**config.mk**
```make
export PLATFORM = sky130hd
export DESIGN_NAME = rmsk_pipe_flat
export DESIGN_NICKNAME = d
export VERILOG_FILES = /design/src/rtl/rmsk_pkg.sv /design/src/rtl/rmsk_pipe_if.sv /design/src/rtl/rmsk_lane.sv /design/src/rtl/rmsk_pipe.sv /design/src/flat_wrapper.sv
export SDC_FILE = /design/constraint.sdc
export NUM_CORES = 1
export LEC_CHECK = 0
export BUFFER_PORTS_ARGS = -buffer_cell sky130_fd_sc_hd__buf_2
export CAP_MARGIN = 20
export CORE_UTILIZATION = 28
export CTS_BUF_LIST = sky130_fd_sc_hd__clkbuf_4
export CTS_CLUSTER_SIZE = 25
export DETAILED_ROUTE_END_ITERATION = 7
export REMOVE_ABC_BUFFERS = 1
export SYNTH_ARGS = -nofsm -noshare
export SYNTH_HDL_FRONTEND = slang
export SYNTH_HIERARCHICAL = 1
export SYNTH_SLANG_ARGS = --single-unit
```
**constraint.sdc**
```tcl
create_clock -name clk -period 2.6 [get_ports clk]
set_clock_uncertainty 0.1 [all_clocks]
set_input_delay 0.13 -clock clk [delete_from_list [all_inputs] [get_ports clk]]
set_output_delay 0.13 -clock clk [all_outputs]
set_load 0.1 [all_outputs]
```
**src/rtl/rmsk_pkg.sv**
```systemverilog
// Shared types and the per-channel byte-mask rule for the rmsk_pipe block.
package rmsk_pkg;

  localparam int MAXB    = 64;
  localparam int MAXIDXW = 6;
  localparam int MAXCW   = MAXIDXW + 1;

  function automatic int idx_w(input int nbytes);
    return $clog2(nbytes);
  endfunction

  typedef struct packed {
    logic [MAXIDXW-1:0] strt;
    logic [MAXIDXW-1:0] endb;
    logic               wrap;
  } rmsk_req_t;

  typedef struct packed {
    logic [MAXB-1:0]  mask;
    logic [MAXCW-1:0] cnt;
    logic             err;
  } rmsk_res_t;

  // Computed at the widest supported word; callers slice down to their NBYTES.
  function automatic rmsk_res_t calc_mask(input int nbytes, input rmsk_req_t req);
    rmsk_res_t res;
    int        s;
    int        e;
    res = '0;
    s   = int'(req.strt);
    e   = int'(req.endb);
    if (s <= e) begin
      for (int i = 0; i < MAXB; i++) res.mask[i] = (i >= s) && (i <= e);
      res.cnt = MAXCW'(e - s + 1);
    end else if (req.wrap) begin
      for (int i = 0; i < MAXB; i++) res.mask[i] = ((i >= s) && (i < nbytes)) || (i <= e);
      res.cnt = MAXCW'(nbytes - s + e + 1);
    end else begin
      res.err = 1'b1;
    end
    return res;
  endfunction

endpackage

```
**src/rtl/rmsk_pipe_if.sv**
```systemverilog
// Request/result handshake bundle between request decode and the write-data path.
interface rmsk_pipe_if import rmsk_pkg::*; #(
  parameter int NCHAN  = 3,
  parameter int NBYTES = 8,
  parameter int ERRW   = 16,
  localparam int IDXW  = idx_w(NBYTES)
);

  logic                        in_valid;
  logic                        in_ready;
  logic                        wrap_en;
  logic [NCHAN*IDXW-1:0]       strtbyte;
  logic [NCHAN*IDXW-1:0]       endbyte;
  logic                        out_valid;
  logic                        out_ready;
  logic [NCHAN*NBYTES-1:0]     rmsk;
  logic [NCHAN*(IDXW+1)-1:0]   rcnt;
  logic [NCHAN-1:0]            rerr;
  logic [ERRW-1:0]             err_cnt;

  modport master (
    output in_valid, wrap_en, strtbyte, endbyte, out_ready,
    input  in_ready, out_valid, rmsk, rcnt, rerr, err_cnt
  );

  modport slave (
    input  in_valid, wrap_en, strtbyte, endbyte, out_ready,
    output in_ready, out_valid, rmsk, rcnt, rerr, err_cnt
  );

endinterface

```
**src/rtl/rmsk_lane.sv**
```systemverilog
// Combinational mask, count and error for one channel.
module rmsk_lane import rmsk_pkg::*; #(
  parameter int NBYTES = 8,
  localparam int IDXW  = idx_w(NBYTES)
) (
  input  rmsk_req_t         i_req,
  output logic [NBYTES-1:0] o_mask,
  output logic [IDXW:0]     o_cnt,
  output logic              o_err
);

  rmsk_res_t w_res;
  logic      w_unused;

  assign w_res  = calc_mask(NBYTES, i_req);
  assign o_mask = w_res.mask[NBYTES-1:0];
  assign o_cnt  = w_res.cnt[IDXW:0];
  assign o_err  = w_res.err;

  // Bits above NBYTES and the top count bits are always zero for narrow words.
  assign w_unused = ^{w_res.mask, w_res.cnt};

endmodule

```
**src/rtl/rmsk_pipe.sv**
```systemverilog
// Two-stage valid/ready pipeline producing per-channel byte masks, counts and errors.
module rmsk_pipe import rmsk_pkg::*; #(
  parameter int NCHAN  = 3,
  parameter int NBYTES = 8,
  parameter int ERRW   = 16,
  localparam int IDXW  = idx_w(NBYTES),
  localparam int CW    = IDXW + 1,
  localparam int EW1   = ERRW + 1
) (
  input  logic       clk,
  input  logic       reset,
  rmsk_pipe_if.slave io_bus
);

  rmsk_req_t               r_s1_req [NCHAN];
  logic                    r_s1_valid;
  logic                    r_out_valid;
  logic [NCHAN*NBYTES-1:0] r_rmsk;
  logic [NCHAN*CW-1:0]     r_rcnt;
  logic [NCHAN-1:0]        r_rerr;
  logic [ERRW-1:0]         r_err_cnt;

  logic                    w_advance;
  logic                    w_in_ready;
  logic [NBYTES-1:0]       w_mask [NCHAN];
  logic [CW-1:0]           w_cnt  [NCHAN];
  logic [NCHAN-1:0]        w_err;
  logic [ERRW:0]           w_pop;
  logic [ERRW:0]           w_sum;

  assign w_advance  = !r_out_valid || io_bus.out_ready;
  assign w_in_ready = !r_s1_valid || w_advance;

  assign io_bus.in_ready  = w_in_ready;
  assign io_bus.out_valid = r_out_valid;
  assign io_bus.rmsk      = r_rmsk;
  assign io_bus.rcnt      = r_rcnt;
  assign io_bus.rerr      = r_rerr;
  assign io_bus.err_cnt   = r_err_cnt;

  always_ff @(posedge clk) begin
    if (reset) begin
      r_s1_valid <= 1'b0;
    end else if (w_in_ready) begin
      r_s1_valid <= io_bus.in_valid;
      if (io_bus.in_valid) begin
        for (int c = 0; c < NCHAN; c++) begin
          r_s1_req[c] <= '{strt: MAXIDXW'(io_bus.strtbyte[c*IDXW +: IDXW]),
                           endb: MAXIDXW'(io_bus.endbyte[c*IDXW +: IDXW]),
                           wrap: io_bus.wrap_en};
        end
      end
    end
  end

  for (genvar c = 0; c < NCHAN; c++) begin : g_lane
    rmsk_lane #(.NBYTES(NBYTES)) u_lane (
      .i_req  (r_s1_req[c]),
      .o_mask (w_mask[c]),
      .o_cnt  (w_cnt[c]),
      .o_err  (w_err[c])
    );
  end

  // Output register only reloads on advance, so a stalled result stays put.
  always_ff @(posedge clk) begin
    if (reset) begin
      r_out_valid <= 1'b0;
      r_rmsk      <= '0;
      r_rcnt      <= '0;
      r_rerr      <= '0;
    end else if (w_advance) begin
      r_out_valid <= r_s1_valid;
      if (r_s1_valid) begin
        for (int c = 0; c < NCHAN; c++) begin
          r_rmsk[c*NBYTES +: NBYTES] <= w_mask[c];
          r_rcnt[c*CW +: CW]         <= w_cnt[c];
        end
        r_rerr <= w_err;
      end
    end
  end

  always_comb begin
    w_pop = '0;
    for (int c = 0; c < NCHAN; c++) w_pop = w_pop + EW1'(r_rerr[c]);
    w_sum = {1'b0, r_err_cnt} + w_pop;
  end

  // A carry out of the counter width means we crossed the ceiling: pin at all ones.
  always_ff @(posedge clk) begin
    if (reset) begin
      r_err_cnt <= '0;
    end else if (r_out_valid && io_bus.out_ready) begin
      r_err_cnt <= w_sum[ERRW] ? {ERRW{1'b1}} : w_sum[ERRW-1:0];
    end
  end

endmodule
```
**src/flat_wrapper.sv**
```systemverilog
// flat-port wrapper written by rule: the top's interface ports become plain ports
module rmsk_pipe_flat import rmsk_pkg::*;
#(
  parameter int NCHAN  = 3,
  parameter int NBYTES = 8,
  parameter int ERRW   = 16,
  localparam int IDXW  = idx_w(NBYTES),
  localparam int CW    = IDXW + 1,
  localparam int EW1   = ERRW + 1
)
  (clk, reset, io_bus_in_valid, io_bus_wrap_en, io_bus_strtbyte, io_bus_endbyte, io_bus_out_ready, io_bus_in_ready, io_bus_out_valid, io_bus_rmsk, io_bus_rcnt, io_bus_rerr, io_bus_err_cnt);
  rmsk_pipe_if #(.NCHAN(NCHAN), .NBYTES(NBYTES), .ERRW(ERRW)) io_bus_i ();
  input  logic clk;
  input  logic reset;
  input wire logic [$bits(io_bus_i.in_valid)-1:0] io_bus_in_valid;
  input wire logic [$bits(io_bus_i.wrap_en)-1:0] io_bus_wrap_en;
  input wire logic [$bits(io_bus_i.strtbyte)-1:0] io_bus_strtbyte;
  input wire logic [$bits(io_bus_i.endbyte)-1:0] io_bus_endbyte;
  input wire logic [$bits(io_bus_i.out_ready)-1:0] io_bus_out_ready;
  output wire logic [$bits(io_bus_i.in_ready)-1:0] io_bus_in_ready;
  output wire logic [$bits(io_bus_i.out_valid)-1:0] io_bus_out_valid;
  output wire logic [$bits(io_bus_i.rmsk)-1:0] io_bus_rmsk;
  output wire logic [$bits(io_bus_i.rcnt)-1:0] io_bus_rcnt;
  output wire logic [$bits(io_bus_i.rerr)-1:0] io_bus_rerr;
  output wire logic [$bits(io_bus_i.err_cnt)-1:0] io_bus_err_cnt;
  assign io_bus_i.in_valid = io_bus_in_valid;
  assign io_bus_i.wrap_en = io_bus_wrap_en;
  assign io_bus_i.strtbyte = io_bus_strtbyte;
  assign io_bus_i.endbyte = io_bus_endbyte;
  assign io_bus_i.out_ready = io_bus_out_ready;
  assign io_bus_in_ready = io_bus_i.in_ready;
  assign io_bus_out_valid = io_bus_i.out_valid;
  assign io_bus_rmsk = io_bus_i.rmsk;
  assign io_bus_rcnt = io_bus_i.rcnt;
  assign io_bus_rerr = io_bus_i.rerr;
  assign io_bus_err_cnt = io_bus_i.err_cnt;
  rmsk_pipe #(.NCHAN(NCHAN), .NBYTES(NBYTES), .ERRW(ERRW)) u_core (.clk(clk), .reset(reset), .io_bus(io_bus_i));
endmodule
```
==> results_tabular.tex <==
\begin{tabular}{lr}
\hline
Metric & Value \\
\hline
\multicolumn{2}{l}{\textbf{Placement}} \\
Final RePlAce weighted congestion & 0.836 \\
HPWL after DPL & 8200 um \\
\# placed instances & 913 \\
Instance area after placement & 5540 um2 \\
Buffers added on ports & 79 \\
\multicolumn{2}{l}{\textbf{Yosys}} \\
Most used flip-flop cell after synthesis & dfxtp\_1 \\
Cell type with the largest total area after synthesis & dfxtp\_1 \\
Ranking of synthesized cells by area & dfxtp\_1 25\%, edfxtp\_1 13\%, nand2\_1 9.5\% \\
Register area share after synthesis & 37.8\% \\
Most instantiated cells after synthesis & 114 x nand2\_1, 67 x a21oi\_1, 57 x dfxtp\_1 \\
Top-count cell post-synth & nand2\_1 \\
Count of mapped cells out of synthesis & 548 \\
Per-instance average area after synthesis & 8.26 um2 \\
Post-synthesis async set-or-reset flop share & 0\% \\
Share of the synthesized area in the top cell type & 25.2\% \\
Count of warnings emitted by yosys & 6 \\
Synth Register Bits & 76 \\
Number of enable-type register cells in the synthesized netlist & 19 \\
Post-synth design cell area & 4530 um2 \\
Cell variety after synth & 47 \\
\multicolumn{2}{l}{\textbf{Timing}} \\
Post-route minimum period & 2.47 ns \\
Total of endpoints with negative setup slack in the final report & 0 \\
Worst Tran Pin Value & 0.631 ns \\
Maximum clock rate & 0.404 GHz \\
Final number of hold-violating endpoints & 0 \\
Worst slew margin & 57.9\% \\
Count of final max-slew check failures & 0 \\
Portion of the clock cycle consumed by the worst path in the final layout & 95.1\% \\
\multicolumn{2}{l}{\textbf{Worst hold path}} \\
Worst hold path startpoint & reset \\
Hold Path Cell Cnt & 3 \\
Endpoint of the worst hold path & u\_core/io\_bus.err\_cnt[12]\$\_SDFFE\_PP0P\_ \\
Class of the tightest hold or removal check & in -> reg \\
\multicolumn{2}{l}{\textbf{Clocking}} \\
CTS tree & yes \\
Clock sink count & 76 \\
Clock latency reported for the late side of the worst-skew pair & 0.44 ns \\
CTS H-tree lvls & 3 \\
Root buffer cell & clkbuf\_4 \\
Post-CTS Setup Repair Bufs & 0 \\
Clock-pin slew of the registers on the worst-case setup and hold paths & 0.13 ns \\
Number of buffers on the longest clock path & 2 \\
Number of buffers created by CTS & 9 \\
\multicolumn{2}{l}{\textbf{Finish}} \\
Fin nets & 789 \\
Share of post-route cells with drive strength above 1 & 19.2\% \\
Util after Layout & 37.1\% \\
Layout fillers & 1670 \\
Final design instance area without fill & 5880 um2 \\
Area growth, synth to finish & 29.9\% \\
Number of antenna repair diodes & 0 \\
Final instance count without filler cells & 950 \\
\multicolumn{2}{l}{\textbf{Worst setup path}} \\
Launch point of the worst reg-to-reg path & u\_core/io\_bus.rerr[0]\$\_SDFFE\_PP0P\_ \\
Reg2Reg Depth & 8 \\
Worst setup EP type & flip-flop \\
Worst EP arrival & 2.70 ns \\
Endpoint of the worst register-to-register path & u\_core/io\_bus.err\_cnt[15]\$\_SDFFE\_PP0P\_ \\
Cell breakdown of the critical path & fa\_1 > ha\_1 > fa\_1 > nand4\_1 > nor3\_1 > buf\_4 > nor4\_2 > a211oi\_1 \\
Required time worst endpoint & 2.82 ns \\
Critical path's slowest cell & fa\_1 \\
Max stage delay on crit path & 0.48 ns \\
Critical path start-end classification & reg -> reg \\
Register-to-register setup slack & 0.13 ns \\
Critical Path Fanout Max & 6 \\
Most common cell on crit path & fa\_1 \\
Critical path startpoint category & flip-flop \\
\multicolumn{2}{l}{\textbf{Floorplanning}} \\
Starting Density & 28.6\% \\
IO Count & 80 \\
Die span in y & 129 um \\
DIE WIDTH & 129 um \\
Area of the core & 15800 um2 \\
Die area & 16700 um2 \\
Row count & 46 \\
\multicolumn{2}{l}{\textbf{Pwr}} \\
Combinational power share & 26.6\% \\
Switching fraction of total power & 36.5\% \\
Switching power of the nets & 0.957 mW \\
Internal power consumption & 1.66 mW \\
Power density relative to cell area & 446 nW/um2 \\
Cell leakage power & 2.52 nW \\
Clock network fraction of total power & 24.2\% \\
Maximum resistive drop on vdd & 0.000371 V \\
Flop pwr share & 49.2\% \\
\multicolumn{2}{l}{\textbf{Outcome}} \\
Status & finished clean \\
\multicolumn{2}{l}{\textbf{Route}} \\
Count of unresolved DRC violations after routing & 0 \\
Routed Wire Length & 11200 um \\
Routed Antenna Nets & 0 \\
Vias per cell & 4.47 \\
Number of vias after detailed routing & 4249 \\
Starting DRC count in detailed routing & 253 \\
1st-pass router iterations & 5 \\
Routed len/inst & 11.8 um \\
\multicolumn{2}{l}{\textbf{GRT}} \\
Grt total ovfl & 0 \\
Number of global-route vias before repair & 4043 \\
Wire length of the first global-routing pass & 19000 um \\
Number of antenna violations at the first check in global routing & 0 \\
GR Util All Layers & 14.5\% \\
Largest net degree at the start of global routing & 58 \\
\multicolumn{2}{l}{\textbf{Job}} \\
Count of maximum capacitance violations & 0 \\
\hline
\end{tabular}
[flip-flops by register name (all words and copies together), names as in the netlist]
name,count
u_core/io_bus.rmsk,24
u_core/io_bus.rcnt,12
u_core/r_s1_req,19
u_core/r_s1_valid,1
u_core/io_bus.rerr,3
u_core/io_bus.err_cnt,16
u_core/io_bus.out_valid,1
[per-layer routing]
metal  track usage (%)  vias to the layer above  share of wire, %
li1                  -                     2240                 -
met1              18.3                     1910                48
met2              23.9                       95                47
met3              3.88                        4               4.5
met4              4.71                        0              0.65
met5                 0                        -                 0
[metrics by stage]
stage / power (mW) / worst slack (ns) / TNS, ns / hold WS, ns
2_1_floorplan: 1.81 / -0.452 / -19.40 / 0.0991
3_3_place_gp: 1.98 / 0.118 / 0 / 0.207
3_5_place_dp: 1.98 / 0.0632 / 0 / 0.208
4_1_cts: 2.66 / 0.0420 / 0 / 0.178
5_1_grt: 2.79 / -0.0162 / -0.0162 / 0.209
6_report: 2.62 / 0.126 / 0 / 0.206
[how the worst max path moves through the flow]
stage / start / cells after the start / end / slack, ns
3_3_place_gp: u_core/io_bus.rerr[0]$_SDFFE_PP0P_ / 8 / u_core/io_bus.err_cnt[11]$_SDFFE_PP0P_ / 0.12
6_report: u_core/io_bus.rerr[0]$_SDFFE_PP0P_ / 8 / u_core/io_bus.err_cnt[15]$_SDFFE_PP0P_ / 0.13
2_1_floorplan: u_core/io_bus.rerr[1]$_SDFFE_PP0P_ / 7 / u_core/io_bus.err_cnt[15]$_SDFFE_PP0P_ / -0.45
4_1_cts: u_core/io_bus.rerr[1]$_SDFFE_PP0P_ / 8 / u_core/io_bus.err_cnt[11]$_SDFFE_PP0P_ / 0.04
5_1_grt: u_core/r_s1_req[0][2]$_DFFE_PP_ / 12 / u_core/io_bus.rcnt[3]$_SDFFE_PP0P_ / -0.02
3_5_place_dp: u_core/io_bus.rerr[1]$_SDFFE_PP0P_ / 8 / u_core/io_bus.err_cnt[11]$_SDFFE_PP0P_ / 0.06
[repair_timing]
action,4_1_cts,5_1_grt
hold buffers,21,0
setup endpoints to repair,0,12
endpoints found under the hold margin,22,0
gates resized for setup,0,3
[power by group through the flow]
stage                     Clock [mW]  Sequential [mW]  Combinational (mW)
final                          0.634             1.29               0.697
after global routing           0.728             1.29               0.770
after CTS                      0.678             1.29               0.690
after detailed placement           0             1.32               0.663
after global placement             0             1.31               0.662
after floorplan                    0             1.52               0.291
[critical path, delay by kind of cell (launching register included)]
family                   cells  cell delay [ns]
flip-flops                   1             0.36
buffers and inverters        1             0.16
AO/OA/AOI/OAI                1             0.10
adder cells (fa/ha/maj)      3             1.10
AND/OR/NAND/NOR              3             0.53
[layout make-up]
cell class	count	area, um2	share of cell area, %
Tap cell	216	270	4.60
Sequential cell	76	1710	29.1
Multi-Input combinational cell	482	2870	48.8
Clock inverter	7	40.0	0.681
Timing Repair Buffer	124	786	13.4
Clock buffer	9	67.6	1.15
Inverter	36	135	2.30
[logic make-up (layout without fill, tap and decap cells)]
group                      count (synthesis)  after routing  synth area share [%]
AOI/OAI and AO/OA                        131            131                  18.2
xor gates and xnor gates                  13             13                  2.52
adders and majority gates                 37             37                  11.6
buffers and inverters                     52            176                  4.40
DFF                                       76             76                  37.8
muxes                                      2              2                 0.442
other                                      1             63                0.0829
and+or+nand+nor                          236            236                  25.0
[cell usage in the layout, fill, tap and decap left out, types with 14 or more instances in the layout]
master,synthesis,final
a21oi_1,67,67
nand2_1,114,113
buf_4,0,24
nor3_1,14,14
dlygate4sd3_1,0,21
conb_1,1,63
buf_2,2,79
o21ai_0,15,15
ha_1,29,29
edfxtp_1,19,19
dfxtp_1,57,57
nor2_1,29,29
inv_1,36,36
nand3_1,30,30
Power figures use the tool's default switching activity.
